File: src/rtl/noc_pkg.sv
// Shared widths, default parameters and packet helpers for the PE network interface.
// A packet is {dest, data}; the destination sits directly above the payload.
package noc_pkg;

  localparam int NUM_PE     = 16;
  localparam int ADDR_W     = 4;
  localparam int DATA_W     = 32;
  localparam int TOTAL_W    = ADDR_W + DATA_W;
  localparam int FIFO_DEPTH = 4;
  localparam int CNT_W      = 32;

  // Receive-side round-robin pointer: which requester wins the next contested grant.
  typedef enum logic {
    RR_NET = 1'b0,
    RR_LB  = 1'b1
  } rr_sel_e;

  function automatic logic [ADDR_W-1:0] get_dest(input logic [TOTAL_W-1:0] pkt);
    return ADDR_W'(pkt >> DATA_W);
  endfunction

endpackage

File: src/rtl/sync_fifo.sv
// Generic single-clock FIFO, power-of-two depth, head visible combinationally on data_o.
// Push is ignored when full and pop is ignored when empty, so occupancy stays in range.
module sync_fifo
  import noc_pkg::*;
#(
  parameter  int Width = TOTAL_W,
  parameter  int Depth = FIFO_DEPTH,
  localparam int PtrW  = $clog2(Depth),
  localparam int CntW  = PtrW + 1
) (
  input  logic             clk_i,
  input  logic             rst_ni,
  input  logic             push_i,
  input  logic [Width-1:0] data_i,
  input  logic             pop_i,
  output logic [Width-1:0] data_o,
  output logic             full_o,
  output logic             empty_o,
  output logic [CntW-1:0]  count_o
);

  logic [Width-1:0] mem_q [Depth];
  logic [PtrW-1:0]  wr_ptr_q, wr_ptr_d;
  logic [PtrW-1:0]  rd_ptr_q, rd_ptr_d;
  logic [CntW-1:0]  count_q, count_d;
  logic             do_push, do_pop;

  assign full_o  = (count_q == CntW'(Depth));
  assign empty_o = (count_q == '0);
  assign count_o = count_q;
  assign data_o  = mem_q[rd_ptr_q];
  assign do_push = push_i && !full_o;
  assign do_pop  = pop_i && !empty_o;

  always_comb begin
    wr_ptr_d = wr_ptr_q;
    rd_ptr_d = rd_ptr_q;
    count_d  = count_q;
    if (do_push) wr_ptr_d = wr_ptr_q + PtrW'(1);
    if (do_pop)  rd_ptr_d = rd_ptr_q + PtrW'(1);
    case ({do_push, do_pop})
      2'b10:   count_d = count_q + CntW'(1);
      2'b01:   count_d = count_q - CntW'(1);
      default: count_d = count_q;
    endcase
  end

  always_ff @(posedge clk_i) begin
    if (!rst_ni) begin
      wr_ptr_q <= '0;
      rd_ptr_q <= '0;
      count_q  <= '0;
    end else begin
      wr_ptr_q <= wr_ptr_d;
      rd_ptr_q <= rd_ptr_d;
      count_q  <= count_d;
    end
  end

  // Storage needs no reset: nothing is read while count is zero.
  always_ff @(posedge clk_i) begin
    if (do_push) mem_q[wr_ptr_q] <= data_i;
  end

endmodule

File: src/rtl/pe_net_if.sv
// PE-to-network interface: inject FIFO steering packets to the switch, loopback or drop,
// plus a round-robin receive arbiter feeding a one-entry output register towards the PE.
module pe_net_if
  import noc_pkg::*;
#(
  parameter int address      = 0,
  parameter int numPE        = NUM_PE,
  parameter int AddressWidth = ADDR_W,
  parameter int DataWidth    = DATA_W,
  parameter int TotalWidth   = TOTAL_W,
  parameter int FifoDepth    = FIFO_DEPTH
) (
  input  logic                  clk,
  input  logic                  rst,
  input  logic [TotalWidth-1:0] pe_i_data,
  input  logic                  pe_i_data_valid,
  output logic                  pe_o_data_ready,
  output logic [TotalWidth-1:0] pe_o_data,
  output logic                  pe_o_data_valid,
  input  logic                  pe_i_data_ready,
  output logic [TotalWidth-1:0] net_o_data,
  output logic                  net_o_data_valid,
  input  logic                  net_i_data_ready,
  input  logic [TotalWidth-1:0] net_i_data,
  input  logic                  net_i_data_valid,
  output logic                  net_o_data_ready,
  output logic [CNT_W-1:0]      sent_cnt,
  output logic [CNT_W-1:0]      recv_cnt,
  output logic [CNT_W-1:0]      loop_cnt,
  output logic [CNT_W-1:0]      drop_cnt
);

  localparam int FifoCntW = $clog2(FifoDepth) + 1;

  logic [TotalWidth-1:0]   head;
  logic [AddressWidth-1:0] head_dest;
  logic                    fifo_full, fifo_empty;
  logic                    fifo_push, fifo_pop;
  logic [FifoCntW-1:0]     fifo_count;
  logic                    fifo_count_unused;
  logic                    head_drop, head_loop, head_net;
  logic                    lb_req, drop_pop, net_tx;
  logic                    out_can_load, grant_net, grant_lb;
  rr_sel_e                 rr_q, rr_d;
  logic                    out_vld_q, out_vld_d;
  logic [TotalWidth-1:0]   out_dat_q, out_dat_d;
  logic [CNT_W-1:0]        sent_q, sent_d;
  logic [CNT_W-1:0]        recv_q, recv_d;
  logic [CNT_W-1:0]        loop_q, loop_d;
  logic [CNT_W-1:0]        drop_q, drop_d;

  // ---------------------------------------------------------------- inject side
  assign pe_o_data_ready   = rst && !fifo_full;
  assign fifo_push         = pe_i_data_valid && pe_o_data_ready;
  assign fifo_count_unused = ^fifo_count;

  sync_fifo #(
    .Width (TotalWidth),
    .Depth (FifoDepth)
  ) u_inject_fifo (
    .clk_i   (clk),
    .rst_ni  (rst),
    .push_i  (fifo_push),
    .data_i  (pe_i_data),
    .pop_i   (fifo_pop),
    .data_o  (head),
    .full_o  (fifo_full),
    .empty_o (fifo_empty),
    .count_o (fifo_count)
  );

  if (AddressWidth == ADDR_W && DataWidth == DATA_W && TotalWidth == TOTAL_W) begin : g_pkg_dest
    assign head_dest = get_dest(head);
  end else begin : g_slice_dest
    assign head_dest = head[DataWidth +: AddressWidth];
  end

  // Out-of-range destinations are discarded before the own-address check.
  assign head_drop = (32'(head_dest) >= 32'(numPE));
  assign head_loop = !head_drop && (32'(head_dest) == 32'(address));
  assign head_net  = !head_drop && !head_loop;

  assign net_o_data_valid = !fifo_empty && head_net;
  assign net_o_data       = net_o_data_valid ? head : '0;
  assign lb_req           = !fifo_empty && head_loop;
  assign drop_pop         = !fifo_empty && head_drop;
  assign net_tx           = net_o_data_valid && net_i_data_ready;
  assign fifo_pop         = net_tx || grant_lb || drop_pop;

  // ---------------------------------------------------------------- receive side
  always_comb begin
    out_can_load = !out_vld_q || pe_i_data_ready;
    grant_net    = 1'b0;
    grant_lb     = 1'b0;
    rr_d         = rr_q;
    if (out_can_load) begin
      if (net_i_data_valid && lb_req) begin
        grant_net = (rr_q == RR_NET);
        grant_lb  = (rr_q == RR_LB);
        rr_d      = (rr_q == RR_NET) ? RR_LB : RR_NET;
      end else begin
        grant_net = net_i_data_valid;
        grant_lb  = lb_req;
      end
    end
  end

  assign net_o_data_ready = grant_net;

  always_comb begin
    out_vld_d = out_vld_q;
    out_dat_d = out_dat_q;
    if (out_vld_q && pe_i_data_ready) out_vld_d = 1'b0;
    if (grant_net) begin
      out_vld_d = 1'b1;
      out_dat_d = net_i_data;
    end else if (grant_lb) begin
      out_vld_d = 1'b1;
      out_dat_d = head;
    end
  end

  assign pe_o_data       = out_dat_q;
  assign pe_o_data_valid = out_vld_q;

  // ---------------------------------------------------------------- statistics
  always_comb begin
    sent_d = sent_q + CNT_W'(net_tx);
    recv_d = recv_q + CNT_W'(grant_net);
    loop_d = loop_q + CNT_W'(grant_lb);
    drop_d = drop_q + CNT_W'(drop_pop);
  end

  assign sent_cnt = sent_q;
  assign recv_cnt = recv_q;
  assign loop_cnt = loop_q;
  assign drop_cnt = drop_q;

  always_ff @(posedge clk) begin
    if (!rst) begin
      rr_q      <= RR_NET;
      out_vld_q <= 1'b0;
      out_dat_q <= '0;
      sent_q    <= '0;
      recv_q    <= '0;
      loop_q    <= '0;
      drop_q    <= '0;
    end else begin
      rr_q      <= rr_d;
      out_vld_q <= out_vld_d;
      out_dat_q <= out_dat_d;
      sent_q    <= sent_d;
      recv_q    <= recv_d;
      loop_q    <= loop_d;
      drop_q    <= drop_d;
    end
  end

endmodule

File: config.mk
export PLATFORM = sky130hd
export DESIGN_NAME = pe_net_if
export DESIGN_NICKNAME = d
export VERILOG_FILES = /design/src/rtl/noc_pkg.sv /design/src/rtl/sync_fifo.sv /design/src/rtl/pe_net_if.sv
export SDC_FILE = /design/constraint.sdc
export NUM_CORES = 1
export LEC_CHECK = 0
export CORE_ASPECT_RATIO = 0.5
export CORE_MARGIN = 2
export CORE_UTILIZATION = 50
export DETAILED_ROUTE_END_ITERATION = 7
export HOLD_SLACK_MARGIN = 0.05
export PLACE_DENSITY_LB_ADDON = 0.25
export REMOVE_ABC_BUFFERS = 1
export SKIP_LAST_GASP = 1
export SLEW_MARGIN = 20
export SYNTH_ARGS = -nofsm -noshare
export SYNTH_HDL_FRONTEND = slang
export SYNTH_HIERARCHICAL = 1
export SYNTH_SLANG_ARGS = --single-unit
export TNS_END_PERCENT = 10
File: constraint.sdc
create_clock -name clk -period 6.15 [get_ports clk]
set_input_delay 1.845 -clock clk [delete_from_list [all_inputs] [get_ports clk]]
set_output_delay 1.845 -clock clk [all_outputs]
set_load 0.02 [all_outputs]
==> results of run 1 <==
-- through the flow --
stage | cells | setup slack [ns] | power, µW | cell area [µm²]
after floorplan | 950 | -1.02 | 2340 | 11800
after global placement | 1544 | 0.783 | 2550 | 14800
after detailed placement | 1544 | 0.730 | 2570 | 14800
after global routing | 1592 | 0.402 | 4370 | 15700
final | 1592 | 0.523 | 4220 | 15700
after CTS | 1591 | 0.362 | 4260 | 15700
-- synthesized netlist by cell type, drive strengths merged --
master and number:
nor3 4, mux2i 8, o311ai 3, ha 11
and2 16, buf 56, nand4 29, or3 20
nand3 33, o41ai 3, nand4bb 1, nand2 44
dfxtp 143, conb 1, fa 1, o31a 1
inv 23, and4 11, xnor2 15, nand2b 8
o21ai 54, clkbuf 44, a22oi 32, a21boi 2
o31ai 26, mux4 36, nor2 39, or4 36
or3b 4, nor3b 1, edfxtp 144, a2111oi 1
a311oi 1, a21oi 80, nor2b 8, o21a 1
nor4 11, and3 40, o211ai 3, or2 3
xor2 22
-- metal layers --
layer	track usage [%]	wire length (µm)
met1	29.1	12500
met2	40.0	14900
met3	3.96	1670
met4	7.59	990
met5	0	0
-- flip-flops by register name (all words and copies together) (netlist names), named ones only --
signal and cells:
loop_cnt 32, pe_o_data_valid 1, recv_cnt 32, pe_o_data 36, u_inject_fifo/wr_ptr_q 2, sent_cnt 32, u_inject_fifo/count_o 3, u_inject_fifo/rd_ptr_q 2
rr_q 1, u_inject_fifo/mem_q 144
-- area by class of cell --
cell class / instances / area, µm² / share of cell area (%)
tap: 336 / 420 / 2.67
timing repair buffer: 259 / 2580 / 16.4
clock inverter: 15 / 198 / 1.26
sequential: 287 / 7190 / 45.7
inverter: 23 / 87.6 / 0.556
multi-input combinational: 640 / 4560 / 29.0
clock buffer: 32 / 713 / 4.53
-- power by group through the flow --
stage               registers (µW)  clock network, µW  logic, µW
global route                  2080               1810        482
detailed placement            2120                  0        451
finish                        2070               1700        454
floorplan                     2140                  0        196
CTS                           2070               1730        453
global placement              2110                  0        440
-- final timing paths --
path / start / end / slack, ns
hold / removal: recv_cnt[31] / recv_cnt[31] / 0.47
setup reg to reg: register / u_inject_fifo/count_o[2] / 1.09
hold reg to reg: recv_cnt[31] / recv_cnt[31] / 0.47
setup / recovery: register / net_o_data[24] / 0.52
-- worst reg2reg max path: stages, from the launching register on --
cell       delay, ns
dfxtp_2         0.64
mux4_2          0.60
or4_2           1.08
a2111oi_4       0.48
buf_4           0.50
or2_2           0.23
nor2b_1         0.21
ha_1            0.21
inv_1           0.06
fa_1            0.38
xor2_1          0.16
or3_1           0.30
a21boi_1        0.14
-- cells in the final DEF, fill, tap and decap left out, types with 7 or more instances in the layout --
| master | Yosys | layout |
|---|---|---|
| a21oi_1 | 80 | 79 |
| a22oi_1 | 32 | 32 |
| and2_1 | 16 | 12 |
| and3_1 | 40 | 40 |
| and4_1 | 11 | 11 |
| buf_4 | 33 | 9 |
| clkbuf_16 | 0 | 26 |
| clkdlybuf4s50_1 | 0 | 249 |
| clkinv_2 | 0 | 7 |
| conb_1 | 1 | 32 |
| dfxtp_1 | 143 | 141 |
| edfxtp_1 | 144 | 144 |
| ha_1 | 11 | 11 |
| inv_1 | 22 | 21 |
| mux2i_1 | 8 | 8 |
| mux4_2 | 36 | 36 |
| nand2_1 | 44 | 44 |
| nand2b_1 | 8 | 8 |
| nand3_1 | 31 | 31 |
| nand4_1 | 28 | 28 |
| nor2_1 | 39 | 39 |
| nor2b_1 | 8 | 7 |
| nor4_1 | 11 | 11 |
| o21ai_0 | 54 | 54 |
| o31ai_1 | 26 | 26 |
| or3_1 | 20 | 20 |
| or4_1 | 36 | 35 |
| xnor2_1 | 15 | 15 |
| xor2_1 | 22 | 22 |
-- cells by family after synthesis --
kind of cell / after synthesis / share of synthesized area (%)
compound gates: 207 / 10.1
xor+xnor: 37 / 2.64
fa+ha+maj: 12 / 1.28
buf+inv: 123 / 5.60
flops: 287 / 58.6
mux: 44 / 7.26
other cells: 1 / 0.0306
simple gates: 308 / 14.6
==> results.cfg, run 1 <==
[floorplan]
rows = 40
fp.dieW_um = 226
initial_core_util_pct = 51.0
die-height_um = 115
core_area_mm2 = 0.0241
dieArea_mm2 = 0.0259
ioPinCount = 282

[worst_setup_path]
reg2reg_depth = 12
critPathLaunchType = register
cp-end-kind = primary output
timing.critical_path.buf_inv = 1
path_max_fanout = 35
path_class = register to primary output
path_delay_family = simple AND/OR/NAND/NOR gates
worstPathRequired_ns = 4.30
path_cells = mux4_2 -> or4_2 -> and3_1 -> clkdlybuf4s50_1
arrival_ns = 3.78
path_depth = 4
cpPeakStageDelay_ns = 1.08
slowest_stage = or4_2

[yosys]
ys_warn_count = 6
ys_ff_latch = 287
syn_avg_cell_area_um2 = 12.0
synth_top_area_cell = edfxtp_1
synth_top_area_share_pct = 35.2
synth_area_leaders = edfxtp_1 (35%), dfxtp_1 (23%), mux4_2 (6.6%), a21oi_1 (3.3%), o21ai_0 (2.2%)
netlist_area_mm2 = 0.0123
ys_seq_area_share_pct = 58.6
yosys.cell_types.count = 51
syn_inst = 1019

[cts]
clockBufferDepth = 3
cts-resized-gates = 0
numCtsBuffers = 26
ctsRootBufferMaster = clkbuf_16
clock_latency_ns = 0.56
post_cts_buffers = 0
htree_levels = 1
hold_buffers = 0
path_clk_slew_ns = 0.06
cts_tree = done
cts_sinks = 287

[detailed_routing]
drt_iter0_drc = 705
dr_total_vias = 9041
viasPerCell = 5.68
drtAntennaViolNets = 0
detail_route.wl_per_cell_um = 18.9
drc = 0
routed_wl_um = 30100
drt-pass1-iter-count = 5

[global_route]
grt-ovfl-total = 0
antenna_found_initial = 0
groute.usage.overall_pct = 22.8
grt_pass1_vias = 8853
grt_pass1_wl_um = 46900
grt_max_degree = 98

[timing]
hold_viol = 0
fin_crit_ns = 5.63
tns_ns = 0
fmax_ghz = 0.178
rsz0062_at_grt = false
skew_ns = 0.0174
hold_ws_ns = 0.471
slew_headroom_pct = 34.0
setup_viol = 0
slew_violations = 0
tightestPinTransition_ns = 0.990
fin_crit_sh_pct = 91.5

[power]
switching_share_pct = 23.8
leakage_uw = 0.00518
power_frac_seq_pct = 49.1
power_density_mw_per_mm2 = 268
switchingPower_uw = 1000
p_clk_share_pct = 40.2
ir_drop_uv = 217
combPwrFrac_pct = 10.7
intPower_uw = 3220

[place]
place_congestion = 0.816
post-dp-hpwl_um = 19400
placement.io_buffers = 249

[worst_hold_path]
hold_path.class = register to register
whs_path_depth = 2

[finish]
syn_to_final_growth_pct = 28.3
final_nets = 1327
diodes = 0
nFillCells = 1799
drive_gt1_share_pct = 9.16
final_util_pct = 65.4

[run_status]
outcome = finished clean

[run]
cap_viol_max_count = 0
No activity file was read; power rests on OpenSTA's default activity.
==> inputs of run 2 (changes only) <==
--- a/config.mk
+++ b/config.mk
@@ -9,8 +9,7 @@
 export CORE_MARGIN = 2
 export CORE_UTILIZATION = 50
 export DETAILED_ROUTE_END_ITERATION = 7
-export HOLD_SLACK_MARGIN = 0.05
-export PLACE_DENSITY_LB_ADDON = 0.25
+export PLACE_DENSITY = 0.76
 export REMOVE_ABC_BUFFERS = 1
 export SKIP_LAST_GASP = 1
 export SLEW_MARGIN = 20
==> run 2 against run 1 <==
Compared with the run above:
- via count is 1.7% higher
- register-to-register slack better by 0.08 ns
- total power is 3.0% lower
- sequential share of layout area is 0.22 points higher
- utilization is 0.31 points lower
- global-route usage is 0.32 points higher
- clock skew is 0.0044 ns higher
- flip-flop and latch count stayed put
- critical endpoint is now net_o_data[16]
==> results.cfg, run 2 (synthesis gave the netlist of run 1 again) <==
[run_status]
outcome = finished clean

[timing]
setup_viol = 0
hold_ws_ns = 0.475
tightestPinTransition_ns = 1.03
hold_viol = 0
fmax_ghz = 0.180
fin_crit_ns = 5.54
slew_violations = 0
slew_headroom_pct = 31.2
rsz0062_at_grt = false
fin_crit_sh_pct = 90.1
skew_ns = 0.0219

[power]
power_density_mw_per_mm2 = 261
power_uw = 4100
ir_drop_uv = 195
leakage_uw = 0.00516

[worst_setup_path]
reg2reg_to = u_inject_fifo/count_o[2]
slowest_stage = or4_2
worstPathRequired_ns = 4.30
timing.critical_path.buf_inv = 1
rrSetupSlack_ns = 1.17
path_delay_family = simple AND/OR/NAND/NOR gates
arrival_ns = 3.70
reg2reg_depth = 12
path_cells = mux4_2 -> or4_2 -> and3_1 -> clkdlybuf4s50_1
critPathLaunchType = register
cpPeakStageDelay_ns = 1.08
path_max_fanout = 35
cp-end-kind = primary output
path_class = register to primary output

[cts]
clock_latency_ns = 0.54
htree_levels = 1
hold_buffers = 0
cts-resized-gates = 0
numCtsBuffers = 26
clockBufferDepth = 3
path_clk_slew_ns = 0.07
cts_tree = done
post_cts_buffers = 0
cts_sinks = 287
ctsRootBufferMaster = clkbuf_16

[detailed_routing]
drt-pass1-iter-count = 5
drt_iter0_drc = 763
dr_total_vias = 9195
viasPerCell = 5.76
routed_wl_um = 30600
detail_route.wl_per_cell_um = 19.2
drtAntennaViolNets = 0
drc = 0

[floorplan]
dieArea_mm2 = 0.0259
core_area_mm2 = 0.0241
ioPinCount = 282
initial_core_util_pct = 51.0
die-height_um = 115
rows = 40
fp.dieW_um = 226

[global_route]
grt_pass1_wl_um = 47000
groute.usage.overall_pct = 23.1
grt_pass1_vias = 8796
antenna_found_initial = 0
grt-ovfl-total = 0
grt_max_degree = 104

[finish]
regMostFlops = u_inject_fifo/mem_q
register_area_mm2 = 0.00719
drive_gt1_share_pct = 8.81
multiInputGateArea_mm2 = 0.00456
final_nets = 1330
instances_no_fill = 1596
design_area_mm2 = 0.0157
syn_to_final_growth_pct = 27.7
largest_reg_flops = 144
diodes = 0
layout_common_cells = clkdlybuf4s50_1 (249), edfxtp_1 (144), dfxtp_1 (141)
nFillCells = 1829
final_common_cell = clkdlybuf4s50_1
final_util_pct = 65.1

[worst_hold_path]
holdPathEnd = pe_o_data[6]
hold_path.class = register to register
whs_path_depth = 2
min_from = pe_o_data[6]

[run]
cap_viol_max_count = 0

[place]
placed_area_mm2 = 0.0148
place_congestion = 0.785
placement.io_buffers = 249
dp.cells = 1548
post-dp-hpwl_um = 20000
==> run 2: cell count changes in the layout (fill, tap and decap cells not counted), sizes merged <==
| cell | change |
|---|---|
| clkbuf | +6 |
| clkinvlp | -3 |
| buf | +3 |
| bufinv | -2 |
==> run 2: metal layers <==
layer	GRT usage [%]	vias up	routed length (µm)
met5	0	-	0
met4	7.11	0	894
met3	4.14	52	1580
met2	39.7	296	15000
met1	30.4	4611	13100
li1	-	4236	-
==> run 2: cell type report <==
cell class | instances | area share (%)
clock buffers | 38 | 4.63
clock inverters | 10 | 0.615
well taps | 336 | 2.68
flip-flops and latches | 287 | 45.9
repair buffers | 262 | 16.5
inverters | 23 | 0.559
multi-input cells | 640 | 29.1
==> run 2: worst min-delay path, delay by kind of cell, from the launching register on <==
kind	cells	cell delay [ns]
flip-flops	1	0.31
AO/OA/AOI/OAI	2	0.12
==> run 2: worst max-delay path by stage <==
stage / start / slack, ns / cells after the start / endpoint
after floorplan: register / -1.02 / 9 / loop_cnt[20]
after global placement: net_i_data_valid / 0.87 / 4 / net_o_data_ready
after detailed placement: rst / 0.88 / 4 / pe_o_data_ready
after CTS: register / 0.44 / 4 / net_o_data[16]
after global routing: register / 0.48 / 4 / net_o_data[16]
final: register / 0.61 / 4 / net_o_data[16]
==> run 2: through the flow <==
stage	setup WS (ns)	setup TNS (ns)
finish	0.607	0
floorplan	-1.02	-26.77
CTS	0.437	0
global placement	0.867	0
global route	0.483	0
detailed placement	0.882	0
==> run 2: power by group <==
part	leakage [µW]	total [µW]	internal, µW	switching, µW
Combinational	0.00229	457	206	252
Sequential	0.00247	2070	2050	20.1
Clock	0.000406	1560	867	696
==> inputs of run 3 (changes only) <==
--- a/config.mk
+++ b/config.mk
@@ -12,9 +12,8 @@
 export PLACE_DENSITY = 0.76
 export REMOVE_ABC_BUFFERS = 1
 export SKIP_LAST_GASP = 1
-export SLEW_MARGIN = 20
+export SLEW_MARGIN = 30
 export SYNTH_ARGS = -nofsm -noshare
 export SYNTH_HDL_FRONTEND = slang
-export SYNTH_HIERARCHICAL = 1
 export SYNTH_SLANG_ARGS = --single-unit
 export TNS_END_PERCENT = 10
==> run 3 against run 2 <==
Compared with the run above:
- synthesized cell count is 0.98% lower
- utilization rose by 1.8 points
- highest routed layer unchanged
- non-clock buffer count decreased by 5
- combinational power up 150%
- critical path type unchanged
- critical path depth is 2 higher
- via count fell by 8.2%
==> results.cfg, run 3 <==
[worst_setup_path]
path_cells = mux4_2 -> nor4_4 -> nand2b_1 -> inv_2 -> and2_1 -> clkdlybuf4s50_1
worstPathRequired_ns = 4.30
cpPeakStageDelay_ns = 0.80
cp-end-kind = primary output
path_max_fanout = 34
reg2reg_depth = 9
path_class = register to primary output
arrival_ns = 3.67
slowest_stage = dfxtp_2
critPathLaunchType = register

[timing]
setup_viol = 0
hold_viol = 0
worst_slack_ns = 0.639
skew_ns = 0.0111
slew_headroom_pct = 45.8
fin_crit_ns = 5.51
tns_ns = 0
fin_crit_sh_pct = 89.6
tightestPinTransition_ns = 0.806
rsz0062_at_grt = false
slew_violations = 0
fmax_ghz = 0.181

[detailed_routing]
drt-pass1-iter-count = 5
detail_route.wl_per_cell_um = 17.8
drc = 0
routed_wl_um = 28000
drtAntennaViolNets = 0
viasPerCell = 5.37
drt_iter0_drc = 548
dr_total_vias = 8439

[cts]
path_clk_slew_ns = 0.07
hold_buffers = 0
post_cts_buffers = 0
cts_tree = done
cts_sinks = 287
ctsRootBufferMaster = clkbuf_16
htree_levels = 1
numCtsBuffers = 25
cts-resized-gates = 0
clockBufferDepth = 3
clock_latency_ns = 0.54

[finish]
final_nets = 1334
regMostFlops = u_inject_fifo.mem_q
largest_reg_flops = 144
multiInputGateArea_mm2 = 0.00432
final_common_cell = clkdlybuf4s50_1
drive_gt1_share_pct = 8.47
syn_to_final_growth_pct = 29.7
register_area_mm2 = 0.00719
layout_common_cells = clkdlybuf4s50_1 (248), edfxtp_1 (144), dfxtp_1 (141)
nFillCells = 1709

[yosys]
synth_edf_count = 144
synth_area_leaders = edfxtp_1 (36%), dfxtp_1 (24%), mux4_2 (6.8%), xnor2_1 (3.9%), nor2_1 (3.0%)
syn_inst = 1009
ys.flop_type = edfxtp_1
ys_ff_latch = 287
ys_seq_area_share_pct = 60.3
synth_top_area_share_pct = 36.3
async_flop_share_pct = 0
ys_warn_count = 0
netlist_area_mm2 = 0.0119
ys_top_cells_by_count = edfxtp_1 (144), dfxtp_1 (143), nor2_1 (96), nand2_1 (95), xnor2_1 (53)
synth_top_area_cell = edfxtp_1
yosysMostFrequentCell = edfxtp_1
yosys.cell_types.count = 41
syn_avg_cell_area_um2 = 11.8

[floorplan]
fp.dieW_um = 222
core_area_mm2 = 0.0231
rows = 39
die-height_um = 113
ioPinCount = 282
initial_core_util_pct = 51.5
dieArea_mm2 = 0.0252

[power]
leakage_uw = 0.00514
ir_drop_uv = 194
power_density_mw_per_mm2 = 324

[global_route]
grt_max_degree = 101
groute.usage.overall_pct = 21.9
antenna_found_initial = 1
grt-ovfl-total = 0
grt_pass1_vias = 8222
grt_pass1_wl_um = 43900

[place]
place_congestion = 0.815
placement.io_buffers = 249
post-dp-hpwl_um = 18400
dp_slack_ns = 0.843

[run_status]
outcome = finished clean

[worst_hold_path]
hold_path.class = register to register
whs_path_depth = 2

[run]
cap_viol_max_count = 0
## run 3: changes by cell type in the layout (fill, tap and decap cells not counted), moves of 16 or more
cell	before	now
a21oi_1	79	15
a22oi_1	32	0
a31oi_1	0	33
and2_1	12	44
and3_1	40	10
nand2_1	44	94
nor2_1	39	96
nor3_1	3	19
o31ai_1	26	1
or4_1	35	3
xnor2_1	15	53
## run 3: layer usage
metal,GRT usage (%),part of all wire (%),vias up
met4,7.29,3.4,0
met5,0,0,-
met3,3.64,4.8,53
met2,38.8,50,247
li1,-,-,4005
met1,27.8,42,4134
## run 3: final timing paths
| path | startpoint | end | slack (ns) |
|---|---|---|---|
| max reg2reg | register | loop_cnt[31] | 2.37 |
| max | register | net_o_data[14] | 0.64 |
| min | pe_o_data[34] | pe_o_data[34] | 0.47 |
| min reg2reg | pe_o_data[34] | pe_o_data[34] | 0.47 |
## run 3: worst max-delay path, delay by kind of cell (launching register included)
kind          cells  cell delay (ns)
buf+inv           2             0.81
flops             1             0.80
mux               1             0.64
simple gates      3             0.88
## run 3: where the power goes
group          switching (µW)  total, µW  internal (µW)
Combinational             591       1130            536
Sequential               66.4       2160           2090
Clock                     714       1720           1010
## run 3: metrics by stage
| stage | cell area [µm²] | utilization, % | instances | total power [µW] | hold WS, ns |
|---|---|---|---|---|---|
| 6_report | 15500 | 66.9 | 1571 | 5010 | 0.475 |
| 5_1_grt | 15500 | 66.9 | 1571 | 5210 | 0.501 |
| 4_1_cts | 15400 | 66.8 | 1570 | 5060 | 0.477 |
| 3_5_place_dp | 14500 | 62.8 | 1524 | 3340 | 0.464 |
| 3_3_place_gp | 14500 | 62.8 | 1524 | 3310 | 0.450 |
| 2_1_floorplan | 11600 | - | 960 | 2830 | 0.445 |
## run 3: final cells by class
cell class,instances,area share (%)
diodes,1,0.0162
clock buffers,29,4.34
clock inverters,17,1.60
inverters,27,0.655
multi-input cells,646,27.9
flip-flops and latches,287,46.5
well taps,307,2.48
repair buffers,257,16.5
## run 3: cell families (layout without fill, tap and decap cells)
group	after synthesis	after routing	synth area share, %
buf+inv	107	330	4.65
fa+ha+maj	12	12	1.32
compound gates	96	96	4.52
flops	287	287	60.3
mux	38	38	6.97
xor+xnor	84	84	6.17
simple gates	384	384	16.0
other cells	1	33	0.0315
